===== src/rtl/eq_serial_ctrl_pkg.sv =====
// Shared types and constants for the bit-serial equality controller.
package eq_serial_pkg;
    typedef enum logic [1:0] {
        IDLE = 2'd0,
        SCAN = 2'd1,
        DONE = 2'd2
    } state_t;

    localparam int WIDTH_MIN = 2;
    localparam int WIDTH_MAX = 64;

    // Counter must be able to hold WIDTH itself, not just WIDTH-1.
    function automatic int cnt_w(input int width);
        return $clog2(width) + 1;
    endfunction
endpackage


===== src/rtl/eq_serial_ctrl_if.sv =====
// Start/done handshake bundle between the requester and eq_serial_ctrl.
interface eq_serial_ctrl_if
    import eq_serial_pkg::*;
#(
    parameter int WIDTH = 8,
    parameter int CNT_W = cnt_w(WIDTH)
);
    logic             start_valid;
    logic             start_ready;
    logic [WIDTH-1:0] a;
    logic [WIDTH-1:0] b;
    logic             done_valid;
    logic             done_ready;
    logic             eq_out;
    logic [CNT_W-1:0] bits_checked;
    logic             busy;

    modport master (
        output start_valid, a, b, done_ready,
        input  start_ready, done_valid, eq_out, bits_checked, busy
    );

    modport slave (
        input  start_valid, a, b, done_ready,
        output start_ready, done_valid, eq_out, bits_checked, busy
    );
endinterface


===== src/rtl/eq_serial_ctrl_eq_bit_cell.sv =====
// Shared 1-bit equality cell; the only comparator the controller uses.
module eq_bit_cell (
    input  logic x,
    input  logic y,
    output logic bit_eq
);
    assign bit_eq = (x & y) | (~x & ~y);
endmodule


===== src/rtl/eq_serial_ctrl.sv =====
// Bit-serial word-equality controller, LSB first, one bit per clock.
// Optional macro EQ_SERIAL_EARLY_EXIT_EN ends the scan on the first mismatch.
module eq_serial_ctrl
    import eq_serial_pkg::*;
#(
    parameter int WIDTH = 8,
    parameter int CNT_W = cnt_w(WIDTH)
) (
    input  logic             clk,
    input  logic             reset_n,
    eq_serial_ctrl_if.slave  bus
);
    if (WIDTH < WIDTH_MIN || WIDTH > WIDTH_MAX) begin : g_width_chk
        $error("eq_serial_ctrl: WIDTH out of range");
    end

    state_t           r_state, w_next;
    logic [WIDTH-1:0] r_sh_a, r_sh_b;
    logic             r_acc;
    logic [CNT_W-1:0] r_cnt;
    logic             r_eq;
    logic [CNT_W-1:0] r_bits;
    logic             w_bit_eq, w_acc_nxt, w_last, w_scan_end;

    eq_bit_cell u_cell (
        .x      (r_sh_a[0]),
        .y      (r_sh_b[0]),
        .bit_eq (w_bit_eq)
    );

    assign w_acc_nxt = r_acc & w_bit_eq;
    assign w_last    = (r_cnt == CNT_W'(WIDTH - 1));
`ifdef EQ_SERIAL_EARLY_EXIT_EN
    assign w_scan_end = w_last | ~w_bit_eq;
`else
    assign w_scan_end = w_last;
`endif

    always_ff @(posedge clk or negedge reset_n) begin
        if (!reset_n) r_state <= IDLE;
        else          r_state <= w_next;
    end

    always_comb begin
        w_next = r_state;
        unique case (r_state)
            IDLE:    if (bus.start_valid) w_next = SCAN;
            SCAN:    if (w_scan_end)      w_next = DONE;
            DONE:    if (bus.done_ready)  w_next = IDLE;
            default: w_next = IDLE;
        endcase
    end

    always_comb begin
        bus.start_ready = (r_state == IDLE);
        bus.done_valid  = (r_state == DONE);
        bus.busy        = (r_state != IDLE);
    end

    assign bus.eq_out       = r_eq;
    assign bus.bits_checked = r_bits;

    // Result registers only update when a scan ends, so they survive into IDLE.
    always_ff @(posedge clk or negedge reset_n) begin
        if (!reset_n) begin
            r_sh_a <= '0;
            r_sh_b <= '0;
            r_acc  <= 1'b0;
            r_cnt  <= '0;
            r_eq   <= 1'b0;
            r_bits <= '0;
        end else begin
            unique case (r_state)
                IDLE: if (bus.start_valid) begin
                    r_sh_a <= bus.a;
                    r_sh_b <= bus.b;
                    r_acc  <= 1'b1;
                    r_cnt  <= '0;
                end
                SCAN: begin
                    r_sh_a <= r_sh_a >> 1;
                    r_sh_b <= r_sh_b >> 1;
                    r_acc  <= w_acc_nxt;
                    r_cnt  <= r_cnt + CNT_W'(1);
                    if (w_scan_end) begin
                        r_eq   <= w_acc_nxt;
                        r_bits <= r_cnt + CNT_W'(1);
                    end
                end
                default: ;
            endcase
        end
    end
endmodule


===== src/flat_wrapper.sv =====
// flat-port wrapper written by rule: the top's interface ports become plain ports
module eq_serial_ctrl_flat import eq_serial_pkg::*;
#(
    parameter int WIDTH = 8,
    parameter int CNT_W = cnt_w(WIDTH)
)
  (clk, reset_n, bus_start_valid, bus_a, bus_b, bus_done_ready, bus_start_ready, bus_done_valid, bus_eq_out, bus_bits_checked, bus_busy);
  eq_serial_ctrl_if #(.WIDTH(WIDTH), .CNT_W(CNT_W)) bus_i ();
  input  logic clk;
  input  logic reset_n;
  input wire logic [$bits(bus_i.start_valid)-1:0] bus_start_valid;
  input wire logic [$bits(bus_i.a)-1:0] bus_a;
  input wire logic [$bits(bus_i.b)-1:0] bus_b;
  input wire logic [$bits(bus_i.done_ready)-1:0] bus_done_ready;
  output wire logic [$bits(bus_i.start_ready)-1:0] bus_start_ready;
  output wire logic [$bits(bus_i.done_valid)-1:0] bus_done_valid;
  output wire logic [$bits(bus_i.eq_out)-1:0] bus_eq_out;
  output wire logic [$bits(bus_i.bits_checked)-1:0] bus_bits_checked;
  output wire logic [$bits(bus_i.busy)-1:0] bus_busy;
  assign bus_i.start_valid = bus_start_valid;
  assign bus_i.a = bus_a;
  assign bus_i.b = bus_b;
  assign bus_i.done_ready = bus_done_ready;
  assign bus_start_ready = bus_i.start_ready;
  assign bus_done_valid = bus_i.done_valid;
  assign bus_eq_out = bus_i.eq_out;
  assign bus_bits_checked = bus_i.bits_checked;
  assign bus_busy = bus_i.busy;
  eq_serial_ctrl #(.WIDTH(WIDTH), .CNT_W(CNT_W)) u_core (.clk(clk), .reset_n(reset_n), .bus(bus_i));
endmodule

===== config.mk =====
export PLATFORM = sky130hd
export DESIGN_NAME = eq_serial_ctrl_flat
export DESIGN_NICKNAME = d
export VERILOG_FILES = /design/src/rtl/eq_serial_ctrl_pkg.sv /design/src/rtl/eq_serial_ctrl_if.sv /design/src/rtl/eq_serial_ctrl_eq_bit_cell.sv /design/src/rtl/eq_serial_ctrl.sv /design/src/flat_wrapper.sv
export SDC_FILE = /design/constraint.sdc
export NUM_CORES = 1
export LEC_CHECK = 0
export BUFFER_PORTS_ARGS = -buffer_cell sky130_fd_sc_hd__clkbuf_2
export CAP_MARGIN = 20
export CORE_ASPECT_RATIO = 1.75
export CORE_MARGIN = 5
export CORE_UTILIZATION = 40
export DETAILED_ROUTE_END_ITERATION = 8
export GPL_ROUTABILITY_DRIVEN = 0
export GPL_TIMING_DRIVEN = 0
export REMOVE_ABC_BUFFERS = 1
export SLEW_MARGIN = 10
export SYNTH_ARGS = -nofsm -noshare
export SYNTH_HDL_FRONTEND = slang
export SYNTH_SLANG_ARGS = --single-unit

===== constraint.sdc =====
create_clock -name clk -period 3.9 [get_ports clk]
set_clock_uncertainty 0.05 [all_clocks]
set_input_delay 0.78 -clock clk [delete_from_list [all_inputs] [get_ports clk]]
set_output_delay 0.78 -clock clk [all_outputs]
set_load 0.02 [all_outputs]

==> impl_results.md, run 1 <==
- Critical Path Sink Type: output port
- First-pass GRT wire length: roughly 4.7 mm
- CTS Sinks: 28
- Post-route antenna net violation count: 0
- Sw frac: 0.374
- Fin crit period: about 2.5 ns
- Core area: 3110 µm²
- CTS Buf Count: 3
- Period utilisation layout: 0.630
- Final Non-Filler Cells: 189
- Clock network power share: 0.159
- CTS H-tree depth: 1
- Internal: 605 µW
- Die W: 52.5 µm
- Peak ir drop on the vdd network: roughly 0.0003 V
- Commonest non-fill, non-tap cell in the layout: dfrtp_1
- Hold Slack: 0.439 ns
- Yosys warns: 0
- LEAKAGE: slightly below 0.7 nW
- Clock-pin slew on the worst setup and hold paths: 0.09 ns
- Sequential area share after synthesis: 0.554
- Met2 WL: 1.42 mm
- Largest net degree at the start of global routing: 29
- Total wire length: about 2.6 mm
- Max Used Layer: met4
- Wl on met1: 1.10 mm
- Vias per inst: 5.20
- Outcome: finished, final reports clean
- PortBufs: 27
- Met3 WL: 68 µm
- Longest Clk Path Bufs: 2
- Post-CTS Setup Inserts: 0
- PwrDens: 662 nW/µm²
- Row Count: 27
- Starting Density: 0.407
- Die Span Y: 84.4 µm
- Tightest Pin Transition: 0.883 ns
- Residual DRC count: 0
- Peak Freq: a little over 400 MHz
- Antenna violations before repair: 0
- HPWL Detailed: roughly 1.9 mm
- Register bit total from synthesis: 28
- Maxcap violations: 0
- Initial DRT Pass Iterations: 4
- Hold buffers post-CTS: 0
- Die area: 4430 µm²
- Placed instance area: ~1400 µm²
- Setup Crit Path Kind: reg -> out
- Initial DRC Count: 28
- Worst path arrival time: 1.63 ns
- Setup TNS Final: 0 ns
- Max-slew headroom: 0.411
- Hold Fails Final Rpt: 0
- Layout Cell Area excl Fill: between 1000 and 1500 µm²
- Resized cells post-CTS: 0
- Top Ports: 28
- Worst hold path class: reg -> reg
- Area Overhead vs Synth: 15.3%
- GRT Util Overall: 0.134
- Clock latency on the worst-skew pair: 0.27 ns
- Net Switching: 361 µW
- Antenna cells: 0
- Synthesized area per cell: just over 10 µm²
- Final setup violation count: 0
- Global route total overflow: 0
- WL/cell: 13.9 µm
- Root Buffer: clkbuf_8
- TritonCTS clock tree: done
- Mapped Area: 1260 µm²
- Max Slew Vio Count: 0
- Worst setup SP type: flop
- Combinational power share: 0.320
- Final nets: between 150 and 200
- Vias: 982
- CP Max Fanout: 26
- Synth unique cells: 25
- Core Util, Final: 0.469
- Share of power burned in registers: 0.521
- Vias in the first global route: 1070
- Unrepaired setup endpoints after global routing: false
- Placed Cells: 186
- Required @ worst endpoint: 3.07 ns
- Share of layout cells above drive strength 1: 0.226
- Post-Syn Instances: 124
- Most frequent cells in the layout: dfrtp_1 (28), clkbuf_2 (27), nand2_1 (20)
cell usage after synthesis:
| cell | number | area share |
|---|---|---|
| xnor2_1 | 1 | 0.0069 |
| clkbuf_1 | 2 | 0.0059 |
| a21oi_1 | 4 | 0.016 |
| nor2_1 | 3 | 0.0089 |
| and3b_1 | 2 | 0.014 |
| o21ai_0 | 19 | 0.075 |
| o311ai_0 | 1 | 0.0069 |
| a22o_1 | 1 | 0.0069 |
| nor3_4 | 1 | 0.013 |
| nand2b_4 | 1 | 0.011 |
| a21o_1 | 1 | 0.0059 |
| nor2b_1 | 5 | 0.025 |
| a32o_1 | 1 | 0.0079 |
| o21bai_1 | 1 | 0.0059 |
| dfrtp_1 | 28 | 0.55 |
| mux2i_1 | 4 | 0.032 |
| nand3_1 | 2 | 0.0079 |
| a22oi_1 | 12 | 0.071 |
| ha_1 | 1 | 0.0099 |
| inv_1 | 6 | 0.018 |
| nand2_1 | 20 | 0.059 |
| buf_2 | 5 | 0.020 |
| mux2_1 | 1 | 0.0089 |
| nand2b_1 | 1 | 0.0049 |
| buf_4 | 1 | 0.0059 |
layer usage:
layer / up-vias / GRT usage
met5: - / 0
met1: 481 / 0.158
li1: 474 / -
met3: 5 / 0.0124
met4: 0 / 0.0628
met2: 22 / 0.235
state kept, by name (all words and copies together), names as in the netlist:
signal,count
u_core.bus.bits_checked,4
u_core.bus.eq_out,1
u_core.r_acc,1
u_core.r_cnt,4
u_core.r_sh_a,8
u_core.r_sh_b,8
u_core.r_state,2
worst max-delay path, stage by stage (launching register included):
cell and delay [ns]:
dfrtp_1 0.93, nor2_1 0.16, inv_1 0.10, clkbuf_2 0.17
power by group through the flow:
stage                     combinational (mW)  sequential [mW]  clock [mW]
final                                  0.309            0.504       0.154
after global routing                   0.351            0.524       0.173
after CTS                              0.317            0.504       0.161
after detailed placement               0.315            0.509           0
after global placement                 0.299            0.500           0
after floorplan                        0.210            0.500           0
cell type report:
class / count / area (µm²)
well taps: 43 / 53.8
flip-flops and latches: 28 / 701
inverters: 6 / 22.5
fillers: 334 / 1650
multi-input cells: 82 / 505
clock buffers: 3 / 41.3
repair buffers: 27 / 135
per-stage QoR:
stage,setup slack (ns),total power [mW]
after floorplan,1.84,0.710
after detailed placement,1.70,0.824
after CTS,1.44,0.981
after global placement,1.48,0.800
after global routing,1.30,1.05
final,1.44,0.966
path summary, 6_finish.rpt:
check | startpoint | to | slack (ns) | depth (start not counted)
worst max-delay path | u_core.r_state[0] | bus_busy | 1.44 | 3
worst min-delay path | u_core.bus.bits_checked[1] | u_core.bus.bits_checked[1] | 0.44 | 1
worst max register to register | u_core.r_state[0] | u_core.r_sh_a[0] | 1.84 | 3
worst min register to register | u_core.bus.bits_checked[1] | u_core.bus.bits_checked[1] | 0.44 | 1
max in group asynchronous | reset_n | u_core.r_sh_a[7] | 2.86 | 1
min in group asynchronous | reset_n | u_core.r_cnt[1] | 0.49 | 1
cell families (layout without fill, tap and decap cells):
family,count (synthesis),in the layout,share of synthesized area
compound gates,40,40,0.196
buf+inv,14,36,0.0495
xor+xnor,1,1,0.00693
mux,5,5,0.0406
flops,28,28,0.554
simple gates,35,35,0.143
fa+ha+maj,1,1,0.00989
Power figures use the tool's default switching activity.
==> inputs of run 2 (changes only) <==
--- a/config.mk
+++ b/config.mk
@@ -5,6 +5,7 @@
 export SDC_FILE = /design/constraint.sdc
 export NUM_CORES = 1
 export LEC_CHECK = 0
+export ABC_AREA = 1
 export BUFFER_PORTS_ARGS = -buffer_cell sky130_fd_sc_hd__clkbuf_2
 export CAP_MARGIN = 20
 export CORE_ASPECT_RATIO = 1.75
==> constraint.sdc (replaced) <==
create_clock -name clk -period 2 [get_ports clk]
set_clock_uncertainty 0.05 [all_clocks]
set_input_delay 0.4 -clock clk [delete_from_list [all_inputs] [get_ports clk]]
set_output_delay 0.4 -clock clk [all_outputs]
set_load 0.02 [all_outputs]
==> run 2 against run 1 <==
Against the previous run:
- global-route usage hardly changed
- routed wire length up 1.7%
- critical path depth increased by 3
- setup slack worse by 1.2 ns
- non-clock buffer count did not move
- sequential power increased by 84%
- clock power rose to 2.8 times the previous value
- die area up 2.7%
- synthesized cell count rose by 29%
- first-iteration DRC count is 36% higher
- utilization up 1.6 points
- clock-buffer cell count unchanged
- largest cell class unchanged
- highest routed layer unchanged
==> impl_results.md, run 2 <==
- Worst path most repeated cell: nand2_1
- Outcome: finished, final reports clean
- PwrDens: 1420 nW/µm² (+110%)
- Tightest Pin Transition: 0.696 ns (-0.187 ns)
- Worst path arrival time: 1.84 ns (+0.21 ns)
- Root Buffer: clkbuf_8
- Critical Path Sink Type: flop
- Register bit total from synthesis: 28 (unchanged)
- Antenna cells: 0 (unchanged)
- Largest net degree at the start of global routing: 29 (unchanged)
- Vias: 1121 (+14%)
- Most common cell in the netlist: nand2_1
- Mapped Area: 1310 µm² (+3.2%)
- Synth area leader: dfrtp_1
- Initial DRT Pass Iterations: 4 (unchanged)
- PortBufs: 27 (unchanged)
- Post-Syn Instances: 160 (+29%)
- Max Slew Vio Count: 0 (unchanged)
- Worst slack, placed: 0.207 ns (-1.50 ns)
- Post-CTS Setup Inserts: 0 (unchanged)
- CTS Sinks: 28 (unchanged)
- Top FF cell, synth: dfrtp_1
- Synth area leaders: dfrtp_1 (54%), nand2_1 (16%), nand3_1 (13%)
- Share of layout cells above drive strength 1: 0.205 (-0.0206)
- Worst setup SP type: flop
- Clock-pin slew on the worst setup and hold paths: 0.09 ns (about the same)
- Commonest non-fill, non-tap cell in the layout: nand2_1
- Unrepaired setup endpoints after global routing: false
- Die Span Y: 85.6 µm (+1.4%)
- Starting Density: 0.415 (+0.00837)
- Die area: 4550 µm² (+2.7%)
- Clock latency on the worst-skew pair: 0.27 ns (about the same)
- Setup TNS Final: 0 ns (unchanged)
- Fin crit period: 1.72 ns
- Peak Freq: ~580 MHz
- Synthesized area per cell: 8.16 µm² (-20%)
- GRT Util Overall: 0.134 (-0.000337)
- Row Count: 27 (unchanged)
- Period utilisation layout: 0.859
- Slowest stage delay, CP: 0.41 ns (-0.52 ns)
- CP Max Fanout: 21 (-19%)
- Required @ worst endpoint: 2.12 ns (-0.95 ns)
- Fin worst setup slack: 0.283 ns (-1.16 ns)
- Hold Fails Final Rpt: 0 (unchanged)
- Core area: 3140 µm² (+1.1%)
- CTS H-tree depth: 1 (unchanged)
- Final setup violation count: 0 (unchanged)
- Maxcap violations: 0 (unchanged)
- Most frequent cells in the layout: nand2_1 (56), nand3_1 (33), dfrtp_1 (28)
- Top delay family on crit path: simple AND/OR/NAND/NOR gates
- Sequential area share after synthesis: 0.537 (-0.0170)
- Post-synth ARST share: 1.00 (unchanged)
- Peak ir drop on the vdd network: 0.000764 V (+160%)
- CP cell instances: inv_2 -> nand2_2 -> inv_4 -> nand2_1 -> nand2_1 -> nand2_1
- HPWL Detailed: 1.90 mm (+0.66%)
- Initial DRC Count: 38 (+36%)
- Setup Crit Path Kind: reg -> reg
- Vias per inst: 4.92 (-5.4%)
- Post-route antenna net violation count: 0 (unchanged)
- Worst path slowest cell: dfrtp_1
- First-pass GRT wire length: 4.60 mm (-1.2%)
- Critical path buffer and inverter count: 2 (unchanged)
- Max-slew headroom: 0.536 (+0.124)
- WL/cell: 11.7 µm (-16%)
- Yosys warns: 0 (unchanged)
- Top Ports: 28 (unchanged)
- Antenna violations before repair: 0 (unchanged)
- Synth unique cells: 17 (-32%)
- TritonCTS clock tree: done
- Area Overhead vs Synth: 17.0%
- Worst hold path class: in -> async
- CTS Buf Count: 3 (unchanged)
- Longest Clk Path Bufs: 2 (unchanged)
- Die W: 53.2 µm (+1.3%)
- LEAKAGE: 0.824 nW (+21%)
- Residual DRC count: 0 (unchanged)
- Synth cell count leaders: nand2_1 (56), nand3_1 (33), dfrtp_1 (28)
- Final nets: 207 (+22%)
- Global route total overflow: 0 (unchanged)
- Vias in the first global route: 1092 (+2.1%)
- Number of flops mapped to enable cells by yosys: 0 (unchanged)
- Total wire length: 2.68 mm (+1.7%)
- Biggest regs: u_core.r_sh_a: 8 flops, u_core.r_sh_b: 8 flops
- Yosys top cell area share: 0.537 (-0.0170)
-- run 2: changes by cell type after synthesis, moves of 3 or more --
cell     delta
a21oi_1     -3
a22oi_1    -12
inv_1       +5
inv_2       +3
mux2i_1     -4
nand2_1    +36
nand3_1    +31
nand4_1     +6
nor2_1      +3
nor2b_1     -5
o21ai_0    -19
o21ai_1     +4
-- run 2: worst paths after layout --
| kind | startpoint | end | slack (ns) | cells after the start |
|---|---|---|---|---|
| worst max-delay path | u_core.r_state[1] | u_core.bus.eq_out | 0.28 | 6 |
| worst min-delay path | reset_n | u_core.bus.bits_checked[3] | 0.1 | 1 |
| worst max register to register | u_core.r_state[1] | u_core.bus.eq_out | 0.28 | 6 |
| worst min register to register | u_core.bus.bits_checked[3] | u_core.bus.bits_checked[3] | 0.43 | 2 |
| max in group asynchronous | reset_n | u_core.r_sh_a[1] | 1.35 | 1 |
| min in group clk | bus_done_ready | u_core.r_state[1] | 0.25 | 2 |
-- run 2: power breakdown --
group	total [mW]	leakage, nW	switching, mW	internal, mW
registers	0.926	0.363	0.138	0.788
logic	0.809	0.425	0.544	0.265
clock network	0.438	0.0357	0.170	0.268
-- run 2: layout make-up --
| cell class | instances | area (µm²) |
|---|---|---|
| well taps | 43 | 53.8 |
| fillers | 331 | 1620 |
| repair buffers | 27 | 135 |
| inverters | 14 | 55.1 |
| flip-flops and latches | 28 | 701 |
| multi-input cells | 112 | 510 |
| clock inverters | 1 | 30.0 |
| clock buffers | 3 | 41.3 |
-- run 2: cell families after synthesis --
family,count (synthesis),synth area share
fa+ha+maj,1,0.00959
buf+inv,20,0.0719
compound gates,6,0.0249
flops,28,0.537
simple gates,105,0.357
-- run 2: per-layer routing --
metal / GRT usage / up-vias / wire length (µm) / part of all wire
li1: - / 565 / - / -
met1: 0.164 / 525 / 1180 / 0.44
met2: 0.223 / 26 / 1360 / 0.51
met3: 0.0157 / 5 / 74 / 0.028
met4: 0.0698 / 0 / 58 / 0.022
met5: 0 / - / 0 / 0
-- run 2: timing repair --
action,in CTS,in global routing
hold buffers,0,0
resized for setup,0,2
endpoints found under the setup margin,0,3
-- run 2: worst reg2reg max path, cell delays in order, from the launching register on --
cell and delay [ns]:
dfrtp_1 0.41, inv_2 0.16, nand2_2 0.32, inv_4 0.33, nand2_1 0.20, nand2_1 0.10, nand2_1 0.05
-- run 2: metrics by stage --
step	hold WS [ns]	util	instance area [µm²]	total power [mW]	std cells
2_1_floorplan	0.0544	-	1260	1.50	154
4_1_cts	0.118	0.485	1520	2.19	228
5_1_grt	0.145	0.486	1530	2.37	228
6_report	0.0980	0.486	1530	2.17	228
3_3_place_gp	0.412	0.462	1450	1.71	224
3_5_place_dp	0.415	0.462	1450	1.75	224
==> inputs of run 3 (changes only) <==
--- a/config.mk
+++ b/config.mk
@@ -5,7 +5,6 @@
 export SDC_FILE = /design/constraint.sdc
 export NUM_CORES = 1
 export LEC_CHECK = 0
-export ABC_AREA = 1
 export BUFFER_PORTS_ARGS = -buffer_cell sky130_fd_sc_hd__clkbuf_2
 export CAP_MARGIN = 20
 export CORE_ASPECT_RATIO = 1.75
==> run 3 against run 2 <==
Against the previous run:
- critical endpoint is now bus_busy
- design area shrank 4.1%
- non-clock buffer count unchanged
- global-route usage barely moved
- sequential cell count unchanged
- clock-buffer cell count stayed put
- critical path depth down 3
==> impl_results.md, run 3 (synthesis results as in run 1) <==
- Hold Fails Final Rpt: 0 (unchanged)
- Outcome: finished, final reports clean
- CTS Buf Count: 3 (unchanged)
- Antenna violations before repair: 0 (unchanged)
- Maxcap violations: 0 (unchanged)
- First-pass GRT wire length: 4.66 mm (+1.2%)
- Largest net degree at the start of global routing: 29 (unchanged)
- Clock latency on the worst-skew pair: 0.27 ns (about the same)
- Peak Freq: 557 MHz (-4.4%)
- Critical Path Sink Type: output port
- Worst hold path class: in -> async
- Share of layout cells above drive strength 1: 0.247 (+0.0412)
- Die area: 4430 µm² (-2.6%)
- Period utilisation layout: 0.898 (+0.0393)
- Worst path arrival time: 1.35 ns (-0.49 ns)
- Final nets: 169 (-18%)
- Commonest non-fill, non-tap cell in the layout: clkbuf_2
- Max-slew headroom: 0.468 (-0.0675)
- Peak ir drop on the vdd network: 0.000614 V (-20%)
- Vias per inst: 5.24 (+6.6%)
- Hold buffers post-CTS: 0 (unchanged)
- Hold Slack: 0.116 ns (+0.0177 ns)
- Die W: 52.5 µm (-1.3%)
- Initial DRT Pass Iterations: 4 (unchanged)
- Clock-pin slew on the worst setup and hold paths: 0.09 ns (about the same)
- Root Buffer: clkbuf_8
- Required @ worst endpoint: 1.55 ns (-0.57 ns)
- CP Max Fanout: 26 (+24%)
- Biggest regs: u_core.r_sh_a: 8 flops, u_core.r_sh_b: 8 flops
- Final setup violation count: 0 (unchanged)
- Most frequent cells in the layout: clkbuf_2 (27), dfrtp_1 (26), nand2_1 (20)
- Max Slew Vio Count: 0 (unchanged)
- Fin crit period: 1.80 ns (+0.0785 ns)
- PwrDens: 1290 nW/µm² (-9.4%)
- Area Overhead vs Synth: 15.7%
- Core area: 3110 µm² (-1.1%)
- Total wire length: 2.61 mm (-2.4%)
- PortBufs: 27 (unchanged)
- HPWL Detailed: 1.89 mm (-0.66%)
- Vias in the first global route: 1070 (-2.0%)
- CTS Sinks: 28 (unchanged)
- Tightest Pin Transition: 0.797 ns (+0.101 ns)
- Initial DRC Count: 33 (-13%)
- Die Span Y: 84.4 µm (-1.4%)
- Starting Density: 0.407 (-0.00837)
- CTS H-tree depth: 1 (unchanged)
- Residual DRC count: 0 (unchanged)
- Global route total overflow: 0 (unchanged)
- TritonCTS clock tree: done
- GRT Util Overall: 0.134 (+0.000337)
- Vias: 991 (-12%)
- Core Util, Final: 0.471 (-0.0148)
- Filler cells: 334 (+0.91%)
- Longest Clk Path Bufs: 2 (unchanged)
- Antenna cells: 0 (unchanged)
- Post-CTS Setup Inserts: 0 (unchanged)
- Setup Crit Path Kind: reg -> out
- Top Ports: 28 (unchanged)
- Unrepaired setup endpoints after global routing: false
- Row Count: 27 (unchanged)
- Worst setup SP type: flop
- WL/cell: 13.8 µm (+18%)
- LEAKAGE: 0.681 nW (-17%)
- Post-route antenna net violation count: 0 (unchanged)
## run 3: cell types whose count changed in the layout (fill, tap and decap cells not counted), moves of 5 or more
cell     previous run  this run
nand3_1            33         2
nand4_1             6         0
o21ai_0             0        19
a22oi_1             0        12
nand2_1            56        20
inv_1              11         6
## run 3: path summary, 6_finish.rpt
path                                            startpoint                         end  slack (ns)  cells past startpoint
worst max-delay path                     u_core.r_state[0]                    bus_busy        0.20                      3
worst min-delay path                               reset_n             u_core.r_cnt[1]        0.12                      1
worst max register to register           u_core.r_state[0]             u_core.r_cnt[3]        0.26                      3
worst min register to register  u_core.bus.bits_checked[1]  u_core.bus.bits_checked[1]        0.44                      1
max in group asynchronous                          reset_n           u_core.r_state[1]        1.30                      1
min in group clk                            bus_done_ready           u_core.r_state[1]        0.34                      3
## run 3: layout make-up
cell class | count | area [µm²] | share of cell area
clock buffers | 3 | 41.3 | 0.0282
well taps | 43 | 53.8 | 0.0368
repair buffers | 27 | 135 | 0.0923
multi-input cells | 82 | 508 | 0.347
inverters | 6 | 22.5 | 0.0154
flip-flops and latches | 28 | 703 | 0.480
## run 3: worst max-delay path, stage by stage, from the launching register on
cell      delay (ns)
dfrtp_2         0.69
nor2_1          0.13
inv_1           0.08
clkbuf_2        0.16
## run 3: metrics by stage
stage          setup TNS, ns  instances  setup WS, ns  area (µm²)  total power [mW]
2_1_floorplan              0        116         0.215        1220              1.39
3_3_place_gp           -5.30        186        -0.323        1410              1.56
3_5_place_dp         -0.0798        186       -0.0497        1420              1.61
4_1_cts                    0        189        0.0914        1460              1.91
5_1_grt                    0        189        0.0960        1460              2.04
6_report                   0        189         0.204        1460              1.89
## run 3: repair_timing
action                     CTS  global route
setup endpoints to repair   13             3
pin swaps                    0             0
gates resized for setup      1             2
## run 3: layer usage
layer  track usage  vias to the layer above  part of all wire
met5             0                        -                 0
met4        0.0628                        0             0.017
met3        0.0124                        5             0.031
met2         0.235                       24              0.54
met1         0.158                      490              0.41
li1              -                      472                 -
## run 3: where the power goes
group	leakage, nW	internal, mW	total (mW)	switching [mW]
logic	0.297	0.271	0.604	0.333
registers	0.362	0.776	0.986	0.209
clock network	0.0216	0.135	0.298	0.163
